### src/rtl/usb_line_pkg.sv
// USB line-state constants and receive FSM encoding
// shared by the differential receive front end.
package usb_line_pkg;

  localparam logic [1:0] SE0 = 2'b00;
  localparam logic [1:0] K   = 2'b01;
  localparam logic [1:0] J   = 2'b10;
  localparam logic [1:0] SE1 = 2'b11;

  typedef enum logic [2:0] {
    IDLE,
    ACTIVE,
    EOP,
    SE0_HOLD,
    BUS_RESET
  } rx_state_t;

endpackage

### src/rtl/rx_diff_if.sv
// Line pins in, recovered bit stream and
// line events out of the receive front end.
interface rx_diff_if;

  logic       rxd_pos;
  logic       rxd_neg;
  logic       nrzi_data;
  logic       rx_data_valid;
  logic       rx_active;
  logic       eop_detect;
  logic       rx_error;
  logic       bus_reset;
  logic [1:0] line_state;

  modport master (
    input  rxd_pos,
    input  rxd_neg,
    output nrzi_data,
    output rx_data_valid,
    output rx_active,
    output eop_detect,
    output rx_error,
    output bus_reset,
    output line_state
  );

  modport slave (
    output rxd_pos,
    output rxd_neg,
    input  nrzi_data,
    input  rx_data_valid,
    input  rx_active,
    input  eop_detect,
    input  rx_error,
    input  bus_reset,
    input  line_state
  );

endinterface

### src/rtl/usb_sync.sv
// Multi-flop synchroniser for one asynchronous
// line input; resets to a chosen idle level.
module usb_sync #(
  parameter int   STAGES  = 2,
  parameter logic RST_VAL = 1'b0
) (
  input  logic gclk,
  input  logic reset_l,
  input  logic din,
  output logic dout
);

  logic [STAGES-1:0] q;

  // shift the raw pin through the chain
  always_ff @(posedge gclk or negedge reset_l) begin
    if (!reset_l) begin
      q <= {STAGES{RST_VAL}};
    end else begin
      q <= {q[STAGES-2:0], din};
    end
  end

  assign dout = q[STAGES-1];

endmodule

### src/rtl/rx_diff.sv
// Receive differential front end: classifies the
// line, recovers NRZI bits, flags EOP/error/reset.
module rx_diff
  import usb_line_pkg::*;
#(
  parameter int SYNC_STAGES      = 2,
  parameter int EOP_SE0_MAX      = 2,
  parameter int RESET_SE0_CYCLES = 16
) (
  input  logic       gclk,
  input  logic       reset_l,
  rx_diff_if.master  rx
);

  localparam int CW = $clog2(RESET_SE0_CYCLES + 1);
  localparam logic [CW-1:0] CNT_RST =
    CW'(RESET_SE0_CYCLES);
  localparam logic [CW-1:0] CNT_EOP =
    CW'(EOP_SE0_MAX);

  logic          pos_s;
  logic          neg_s;
  logic [1:0]    ls;
  rx_state_t     state;
  logic [CW-1:0] se0_cnt;
  logic [CW-1:0] cnt_inc;

  logic       nrzi_q;
  logic       valid_q;
  logic       active_q;
  logic       eop_q;
  logic       err_q;
  logic       breset_q;
  logic [1:0] ls_q;

  usb_sync #(
    .STAGES  (SYNC_STAGES),
    .RST_VAL (1'b1)
  ) u_sync_pos (
    .gclk    (gclk),
    .reset_l (reset_l),
    .din     (rx.rxd_pos),
    .dout    (pos_s)
  );

  usb_sync #(
    .STAGES  (SYNC_STAGES),
    .RST_VAL (1'b0)
  ) u_sync_neg (
    .gclk    (gclk),
    .reset_l (reset_l),
    .din     (rx.rxd_neg),
    .dout    (neg_s)
  );

  assign ls = {pos_s, neg_s};

  assign cnt_inc = (se0_cnt == CNT_RST) ?
    se0_cnt : se0_cnt + 1'b1;

  // line-state FSM with registered outputs
  always_ff @(posedge gclk or negedge reset_l) begin
    if (!reset_l) begin
      state    <= IDLE;
      se0_cnt  <= '0;
      nrzi_q   <= 1'b1;
      valid_q  <= 1'b0;
      active_q <= 1'b0;
      eop_q    <= 1'b0;
      err_q    <= 1'b0;
      breset_q <= 1'b0;
      ls_q     <= J;
    end else begin
      ls_q    <= ls;
      valid_q <= 1'b0;
      eop_q   <= 1'b0;
      err_q   <= 1'b0;
      if (ls == J || ls == K) begin
        se0_cnt <= '0;
      end
      unique case (state)
        IDLE: begin
          unique case (ls)
            J: ;
            K: begin
              state    <= ACTIVE;
              active_q <= 1'b1;
              valid_q  <= 1'b1;
              nrzi_q   <= 1'b0;
            end
            SE0: begin
              state   <= SE0_HOLD;
              se0_cnt <= CW'(1);
            end
            SE1: err_q <= 1'b1;
          endcase
        end
        ACTIVE: begin
          unique case (ls)
            J, K: begin
              valid_q <= 1'b1;
              nrzi_q  <= (ls == J);
            end
            SE0: begin
              state   <= EOP;
              se0_cnt <= CW'(1);
            end
            SE1: begin
              state    <= IDLE;
              active_q <= 1'b0;
              err_q    <= 1'b1;
            end
          endcase
        end
        EOP: begin
          unique case (ls)
            SE0: begin
              se0_cnt <= cnt_inc;
              if (cnt_inc == CNT_RST) begin
                state    <= BUS_RESET;
                active_q <= 1'b0;
                breset_q <= 1'b1;
                err_q    <= 1'b1;
              end
            end
            J: begin
              state    <= IDLE;
              active_q <= 1'b0;
              if (se0_cnt <= CNT_EOP) begin
                eop_q <= 1'b1;
              end else begin
                err_q <= 1'b1;
              end
            end
            K, SE1: begin
              state    <= IDLE;
              active_q <= 1'b0;
              err_q    <= 1'b1;
            end
          endcase
        end
        SE0_HOLD: begin
          unique case (ls)
            SE0: begin
              se0_cnt <= cnt_inc;
              if (cnt_inc == CNT_RST) begin
                state    <= BUS_RESET;
                breset_q <= 1'b1;
              end
            end
            J: state <= IDLE;
            K: begin
              state    <= ACTIVE;
              active_q <= 1'b1;
              valid_q  <= 1'b1;
              nrzi_q   <= 1'b0;
            end
            SE1: begin
              state <= IDLE;
              err_q <= 1'b1;
            end
          endcase
        end
        BUS_RESET: begin
          unique case (ls)
            SE0: se0_cnt <= cnt_inc;
            J: begin
              state    <= IDLE;
              breset_q <= 1'b0;
            end
            K: begin
              state    <= ACTIVE;
              breset_q <= 1'b0;
              active_q <= 1'b1;
              valid_q  <= 1'b1;
              nrzi_q   <= 1'b0;
            end
            SE1: begin
              state    <= IDLE;
              breset_q <= 1'b0;
              err_q    <= 1'b1;
            end
          endcase
        end
        default: begin
          state    <= IDLE;
          active_q <= 1'b0;
          breset_q <= 1'b0;
        end
      endcase
    end
  end

  assign rx.nrzi_data     = nrzi_q;
  assign rx.rx_data_valid = valid_q;
  assign rx.rx_active     = active_q;
  assign rx.eop_detect    = eop_q;
  assign rx.rx_error      = err_q;
  assign rx.bus_reset     = breset_q;
  assign rx.line_state    = ls_q;

endmodule

### src/flat_wrapper.sv
// flat-port wrapper written by rule: the top's interface ports become plain ports
module rx_diff_flat import usb_line_pkg::*;
#(
  parameter int SYNC_STAGES      = 2,
  parameter int EOP_SE0_MAX      = 2,
  parameter int RESET_SE0_CYCLES = 16
)
  (gclk, reset_l, rx_rxd_pos, rx_rxd_neg, rx_nrzi_data, rx_rx_data_valid, rx_rx_active, rx_eop_detect, rx_rx_error, rx_bus_reset, rx_line_state);
  rx_diff_if rx_i ();
  input  logic gclk;
  input  logic reset_l;
  input wire logic [$bits(rx_i.rxd_pos)-1:0] rx_rxd_pos;
  input wire logic [$bits(rx_i.rxd_neg)-1:0] rx_rxd_neg;
  output wire logic [$bits(rx_i.nrzi_data)-1:0] rx_nrzi_data;
  output wire logic [$bits(rx_i.rx_data_valid)-1:0] rx_rx_data_valid;
  output wire logic [$bits(rx_i.rx_active)-1:0] rx_rx_active;
  output wire logic [$bits(rx_i.eop_detect)-1:0] rx_eop_detect;
  output wire logic [$bits(rx_i.rx_error)-1:0] rx_rx_error;
  output wire logic [$bits(rx_i.bus_reset)-1:0] rx_bus_reset;
  output wire logic [$bits(rx_i.line_state)-1:0] rx_line_state;
  assign rx_i.rxd_pos = rx_rxd_pos;
  assign rx_i.rxd_neg = rx_rxd_neg;
  assign rx_nrzi_data = rx_i.nrzi_data;
  assign rx_rx_data_valid = rx_i.rx_data_valid;
  assign rx_rx_active = rx_i.rx_active;
  assign rx_eop_detect = rx_i.eop_detect;
  assign rx_rx_error = rx_i.rx_error;
  assign rx_bus_reset = rx_i.bus_reset;
  assign rx_line_state = rx_i.line_state;
  rx_diff #(.SYNC_STAGES(SYNC_STAGES), .EOP_SE0_MAX(EOP_SE0_MAX), .RESET_SE0_CYCLES(RESET_SE0_CYCLES)) u_core (.gclk(gclk), .reset_l(reset_l), .rx(rx_i));
endmodule
### config.mk
export PLATFORM = sky130hd
export DESIGN_NAME = rx_diff_flat
export DESIGN_NICKNAME = d
export VERILOG_FILES = /design/src/rtl/usb_line_pkg.sv /design/src/rtl/rx_diff_if.sv /design/src/rtl/usb_sync.sv /design/src/rtl/rx_diff.sv /design/src/flat_wrapper.sv
export SDC_FILE = /design/constraint.sdc
export NUM_CORES = 1
export LEC_CHECK = 0
export BUFFER_PORTS_ARGS = -buffer_cell sky130_fd_sc_hd__buf_4
export CAP_MARGIN = 30
export CELL_PAD_IN_SITES_DETAIL_PLACEMENT = 2
export CELL_PAD_IN_SITES_GLOBAL_PLACEMENT = 2
export CORE_ASPECT_RATIO = 0.75
export CORE_UTILIZATION = 32
export DETAILED_ROUTE_END_ITERATION = 10
export PLACE_DENSITY_LB_ADDON = 0.12
export SKIP_CTS_REPAIR_TIMING = 1
export SLEW_MARGIN = 10
export SYNTH_ARGS = -nofsm -noshare
export SYNTH_HDL_FRONTEND = slang
export SYNTH_SLANG_ARGS = --single-unit
export TNS_END_PERCENT = 5
### constraint.sdc
create_clock -name gclk -period 2.1 [get_ports gclk]
set_input_delay 0.105 -clock gclk [delete_from_list [all_inputs] [get_ports gclk]]
set_output_delay 0.105 -clock gclk [all_outputs]
set_load 0.02 [all_outputs]
[Word-level counts from Yosys, hierarchy flattened]
Index checks and enable logic that the tools add are counted.
Operators by class
  add/subtract/negate cells: 1
  order comparisons: 1
  equality and inequality tests: 19
  muxes and demuxes: 35
  bitwise gates (word level): 1
  reductions and logical operators: 17
Operators by type and width (number)
  case mux 3 bit (2 select lines): 4
  two-way mux 5 bit: 4
  two-way mux 1 bit: 16
  case mux 3 bit (5 select lines): 1
  equality test 5 bit (second input constant): 2
  case mux 5 bit (2 select lines): 1
  OR reduction 2 bit: 5
  case mux 1 bit (3 select lines): 3
  case mux 3 bit (3 select lines): 1
  AND reduction 3 bit: 3
  OR reduction 3 bit: 3
  != test 2 x 1 -> 1 bit (second input constant): 4
  case mux 1 bit (2 select lines): 4
  equality test 3 x 2 -> 1 bit (second input constant): 2
  != test 3 x 1 -> 1 bit (second input constant): 2
  != test 3 x 2 -> 1 bit (second input constant): 2
  adder 5 x 1 -> 5 bit (second input constant): 1
  <= comparator 5 x 2 -> 1 bit (second input constant): 1
  equality test 2 bit (second input constant): 2
  != test 2 bit (second input constant): 2
  AND reduction 4 bit: 1
  OR reduction 4 bit: 1
  equality test 3 x 1 -> 1 bit (second input constant): 1
  equality test 3 bit (second input constant): 1
  other kinds (7): 7
Word-level totals
  flip-flop bits (word level): 20
  input bits: 4
  output and inout port bits: 8

[Depth between registers and ports, before layout]
  depth after elaboration: 6
  mapped depth: 7
  gate-level depth less buffers: 7

[Modules after synthesis]
Synthesis repeated with hierarchy kept, for this count alone.
Unflattened totals
  cells, all modules: 116
  area total of the unflattened synthesis: 1161.1 µm²
By module, submodules not included
  rx_diff: instances 1, cells an instance 112, area an instance 1058.5 µm², sequential area each 402.9 µm²
  usb_sync at u_core.u_sync_pos: instances 1, cells an instance 2, area an instance 52.6 µm², sequential area each 52.6 µm²
  usb_sync at u_core.u_sync_neg: instances 1, cells an instance 2, area an instance 50.0 µm², sequential area each 50.0 µm²

[Worst setup path before layout]
OpenSTA, ideal clock, no wires.
  kind: register to register
  from: register u_core.se0_cnt[0]
  to: register u_core.state[0]
  library setup time: 0.118 ns
  data arrival time: 1.946 ns
  required time: 1.982 ns
  path slack: 0.036 ns
  stages on the path, launching flop included: 8
  buffers on the path: 0
  period minus slack after synthesis: 2.064 ns
  path through: dfrtp_1 inv_1 ha_1 and3b_4 or4_4 a311oi_4 a21oi_1 a21o_1
On the way
  longest elaborated chain between the ends: 6
  elaborated cells between the ends (all ways): 8
Ends and longest elaborated chain
  start: declaration: RTL line rx_diff.sv:25  | logic [CW-1:0] se0_cnt;
  start signal: assignment: RTL line rx_diff.sv:118  | se0_cnt <= cnt_inc;
  start signal: assignment: RTL line rx_diff.sv:145  | se0_cnt <= cnt_inc;
  start signal: assignment: RTL line rx_diff.sv:166  | SE0: se0_cnt <= cnt_inc;
  adder 5 x 1 -> 5 bit or equality test 5 bit (tied branches): RTL line rx_diff.sv:59, rx_diff.sv:58
  two-way mux 5 bit (*): RTL line rx_diff.sv:58  | assign cnt_inc = (se0_cnt == CNT_RST) ?
  equality test 5 bit (*): RTL line rx_diff.sv:119, rx_diff.sv:146
  two-way mux 3 bit (*)
  case mux 3 bit (3 select lines) or case mux 3 bit (2 select lines) (tied branches)
  case mux 3 bit (5 select lines) (*)
  end signal: assignment: RTL line rx_diff.sv:120  | state <= BUS_RESET;
  end signal: assignment: RTL line rx_diff.sv:147  | state <= BUS_RESET;
  end signal: assignment: RTL line rx_diff.sv:151  | J: state <= IDLE;
  end: declaration: RTL line rx_diff.sv:24  | rx_state_t state;
Every way passes the cells marked *; elsewhere a longest branch is shown, timed or not.
A chain may end at the register's enable or synchronous reset.

[Worst setup path in the final report]
  from: register u_core.se0_cnt[1]
  to: register u_core.breset_q, in the netlist u_core.rx.bus_reset
On the way
  longest elaborated chain between the ends: 5
  elaborated cells between the ends (all ways): 6
Ends and longest elaborated chain
  adder 5 x 1 -> 5 bit or equality test 5 bit (tied branches): RTL line rx_diff.sv:59, rx_diff.sv:58
  two-way mux 5 bit (*): RTL line rx_diff.sv:58
  equality test 5 bit (*): RTL line rx_diff.sv:119, rx_diff.sv:146
  != test 2 x 1 -> 1 bit (no line) (*)
  AND reduction 4 bit (no line) (*)
  end signal: assignment: RTL line rx_diff.sv:71  | breset_q <= 1'b0;
  end signal: assignment: RTL line rx_diff.sv:122  | breset_q <= 1'b1;
  end signal: assignment: RTL line rx_diff.sv:148  | breset_q <= 1'b1;
  end: declaration: RTL line rx_diff.sv:33  | logic breset_q;
Marks and branches as above.

==> results by group <==
STA
  • Clock skew: between 3 and 4 ps
  • Period minus WS final: about 2000 ps
  • Slew HR: between 70% and 80%
  • Worst-Margin Slew: ~450 ps
  • Fin Hold WS: around 260 ps
  • RSZ-0062 raised after global routing: true
  • Slew Limit Fails: 0
  • Period utilization: 97.26%
  • Fmax: between 400 and 500 MHz
  • Final Setup Violations: 0
  • Final Hold Vio Count: 0

Floorplanning
  • Die area: 0.003933 sq mm
  • Core Box Area: about 0.0034 sq mm
  • Die Span X: ~72 um
  • Initial Util: between 30% and 40%
  • Die Y-Extent: 54.56 um
  • I/O pin cnt: 12
  • Rows: 18

Global routing
  • Busiest grt layer: met2
  • Vias in the first global route: roughly 1.1k
  • Met2 usage: a little over a third
  • M1 GR Usage: around 26%
  • GRT Overall Usage: 20.15%
  • Initial antenna violation count: 0
  • Grt total ovfl: 0
  • Largest net degree at the start of global routing: 21
  • First-pass GRT wire length: 5727 um
  • Grt met3 use: ~4.6%

Clock tree
  • CTS Buffer Depth: 2
  • Clock H-tree levels: 1
  • Clk sinks: 20
  • Clk Latency, worst-skew pair: between 200 and 300 ps
  • TritonCTS clock tree: built
  • Clk pin slew, worst setup/hold paths: ~70 ps
  • Num CTS Buffers: 3
  • Clock root buffer: clkbuf_8

Detailed routing
  • DR DRC count: 0
  • Routed Antenna Nets: 0
  • Iteration-0 DRC count of the detailed router: 25
  • Routed WL per cell: around 18 um
  • DR pass1 iterations: 4
  • DR vias: roughly 1.0k
  • Vias per inst: roughly 5.2
  • Total wire length: approximately 3500 um

Logic synthesis
  • Flops & latches, synth: 20
  • Post-synth EDFFs: 0
  • Most instantiated cells after synthesis: dfrtp_1 (16), nand2_1 (13), a21oi_1 (9), o21ai_0 (9)
  • Largest cells by area after synthesis: dfrtp_1 (34%), dfstp_2 (8.9%), ha_1 (8.5%)
  • Async S/R FF share, synth: 100.0%
  • Largest area contributor in the netlist: dfrtp_1
  • Main flop type after synthesis: dfrtp_1
  • Synth top area share: approximately a third
  • Syn Area/Cell: between 9 and 10 sq um
  • Post-Syn Instances: approximately 120
  • Yosys warning total: 0
  • Sequential share of the synthesized area: 42.89%
  • Post-synthesis cell type count: 43
  • Dominant cell by count in the synthesized netlist: dfrtp_1
  • Mapped Nets: between 100 and 150
  • Cell area after synthesis: 0.001179 sq mm

Critical path
  • Slowest cell on crit path: or4_4
  • CP Class: flip-flop to flip-flop
  • CP Cell Sequence: inv_1 > ha_4 > and3b_4 > or4_4 > a311oi_4 > buf_4 > a32o_1
  • Slowest stage delay, CP: around 430 ps
  • Worst EP required: between 2000 and 2500 ps
  • Critical path endpoint category: flip-flop
  • Arrival @ worst endpoint: 2240 ps
  • CP max FO: 5
  • CP Launch Type: flip-flop

Final layout
  • Cell area after layout: 0.001470 sq mm
  • Final nets: 160
  • Final Util: between 40% and 50%
  • Finished Layout Cells: 197
  • Multi-input gate area in the final layout: 624.3 sq um
  • Layout cells sized above 1: between 20% and 30%
  • Antenna fix cells: 0
  • Synth-to-Final Area Change: 24.73%
  • Register Area: around 510 sq um
  • # fillers: 374

Power
  • Logic pwr share: 29.2%
  • Switch share: 32.98%
  • Clock power frac: 25.3%
  • Leakage: between 0.6 and 0.7 nW
  • NetSw: about 0.34 mW
  • Power Dens Cells: 710.2 mW/mm^2
  • Sequential Power Share: 45.5%
  • Peak supply drop: slightly below 0.4 mV
  • Internal: between 0.6 and 0.7 mW

Placed design
  • Port-buffer cells: 11
  • Dpl hpwl: approximately 2600 um
  • Placement-stage cell area: between 0.001 and 0.0015 sq mm
  • Inst Count DP: 190
  • Routability cong.: 0.8038

Run
  • Max cap viols: 0

Hold path
  • Hold Path Class: primary input to async pin

Run status
  • Status: finished, final reports clean
==> placed cells by master (no fill, tap or decap), drive strengths merged, types with 2 or more instances in the layout <==
cell type,count
a21oi,9
a31o,2
buf,23
clkbuf,4
dfrtp,16
dfstp,4
dlygate4sd3,3
ha,8
inv,8
nand2,13
nand2b,3
nand3,3
nor2,8
nor3,3
o21ai,12
o2bb2ai,2
xor2,2
==> worst max-delay path: cells and delay by family (launching register included) <==
| kind | cells | cell delay (ps) |
|---|---|---|
| and+or+nand+nor | 2 | 610 |
| DFF | 1 | 380 |
| AOI/OAI and AO/OA | 2 | 540 |
| adders and majority gates | 1 | 160 |
| buffers and inverters | 2 | 290 |
==> layout make-up <==
cell class / instances / share of cell area, %
clock buffers: 4 / 3.064
inverters: 8 / 2.043
multi-input cells: 89 / 42.47
flip-flops and latches: 20 / 34.38
well taps: 50 / 4.255
repair buffers: 26 / 13.79
==> per-layer routing <==
layer  vias to the layer above  share of wire [%]  routed length, um
met5                         -                  0                  0
met4                         0                1.0                 36
met3                         6                2.2                 78
met2                        16                 48               1656
met1                       514                 49               1710
li1                        489                  -                  -
==> stage by stage <==
stage	worst slack [ps]	total power [mW]	TNS (ps)
after floorplan	35.87	0.6456	0
after global placement	95.77	0.7541	0
after detailed placement	-3.600	0.7724	-3.600
after CTS	-52.83	1.047	-159.3
after global routing	-6.075	1.100	-6.075
final	57.64	1.044	0
==> power groups by stage <==
| stage | clock [mW] | sequential [mW] | combinational [mW] |
|---|---|---|---|
| floorplan | 0 | 0.488 | 0.157 |
| global placement | 0 | 0.477 | 0.277 |
| detailed placement | 0 | 0.481 | 0.291 |
| CTS | 0.274 | 0.474 | 0.299 |
| global route | 0.286 | 0.481 | 0.333 |
| finish | 0.264 | 0.475 | 0.305 |
==> state kept, by name, indices dropped and copies added (netlist names) <==
| name | count |
|---|---|
| u_core.rx.bus_reset | 1 |
| u_core.rx.rx_active | 1 |
| u_core.state | 3 |
| u_core.rx.rx_error | 1 |
| u_core.u_sync_pos.q | 2 |
| u_core.rx.line_state | 2 |
| u_core.se0_cnt | 5 |
| u_core.rx.rx_data_valid | 1 |
| u_core.rx.eop_detect | 1 |
| u_core.rx.nrzi_data | 1 |
| u_core.u_sync_neg.q | 2 |
==> worst paths after layout <==
check	startpoint	endpoint	cells past startpoint	slack [ps]
max	u_core.se0_cnt[1]	u_core.rx.bus_reset	7	60
min	reset_l	u_core.rx.rx_active	2	260
max reg2reg	u_core.se0_cnt[1]	u_core.rx.bus_reset	7	60
min reg2reg	u_core.u_sync_neg.q[0]	u_core.u_sync_neg.q[1]	0	350
max in group asynchronous	reset_l	u_core.rx.line_state[1]	2	1570
min in group gclk	u_core.u_sync_neg.q[0]	u_core.u_sync_neg.q[1]	0	350
==> logic make-up (layout without fill, tap and decap cells) <==
kind of cell	count (synthesis)	count (layout)	share of synthesized area (%)
AOI/OAI and AO/OA	39	39	23.67
xor gates and xnor gates	3	3	2.230
adders and majority gates	8	8	8.493
buffers and inverters	14	38	5.201
DFF	20	20	42.89
muxes	1	1	0.9553
and+or+nand+nor	38	38	16.56
(Power assumes the default switching activity.)
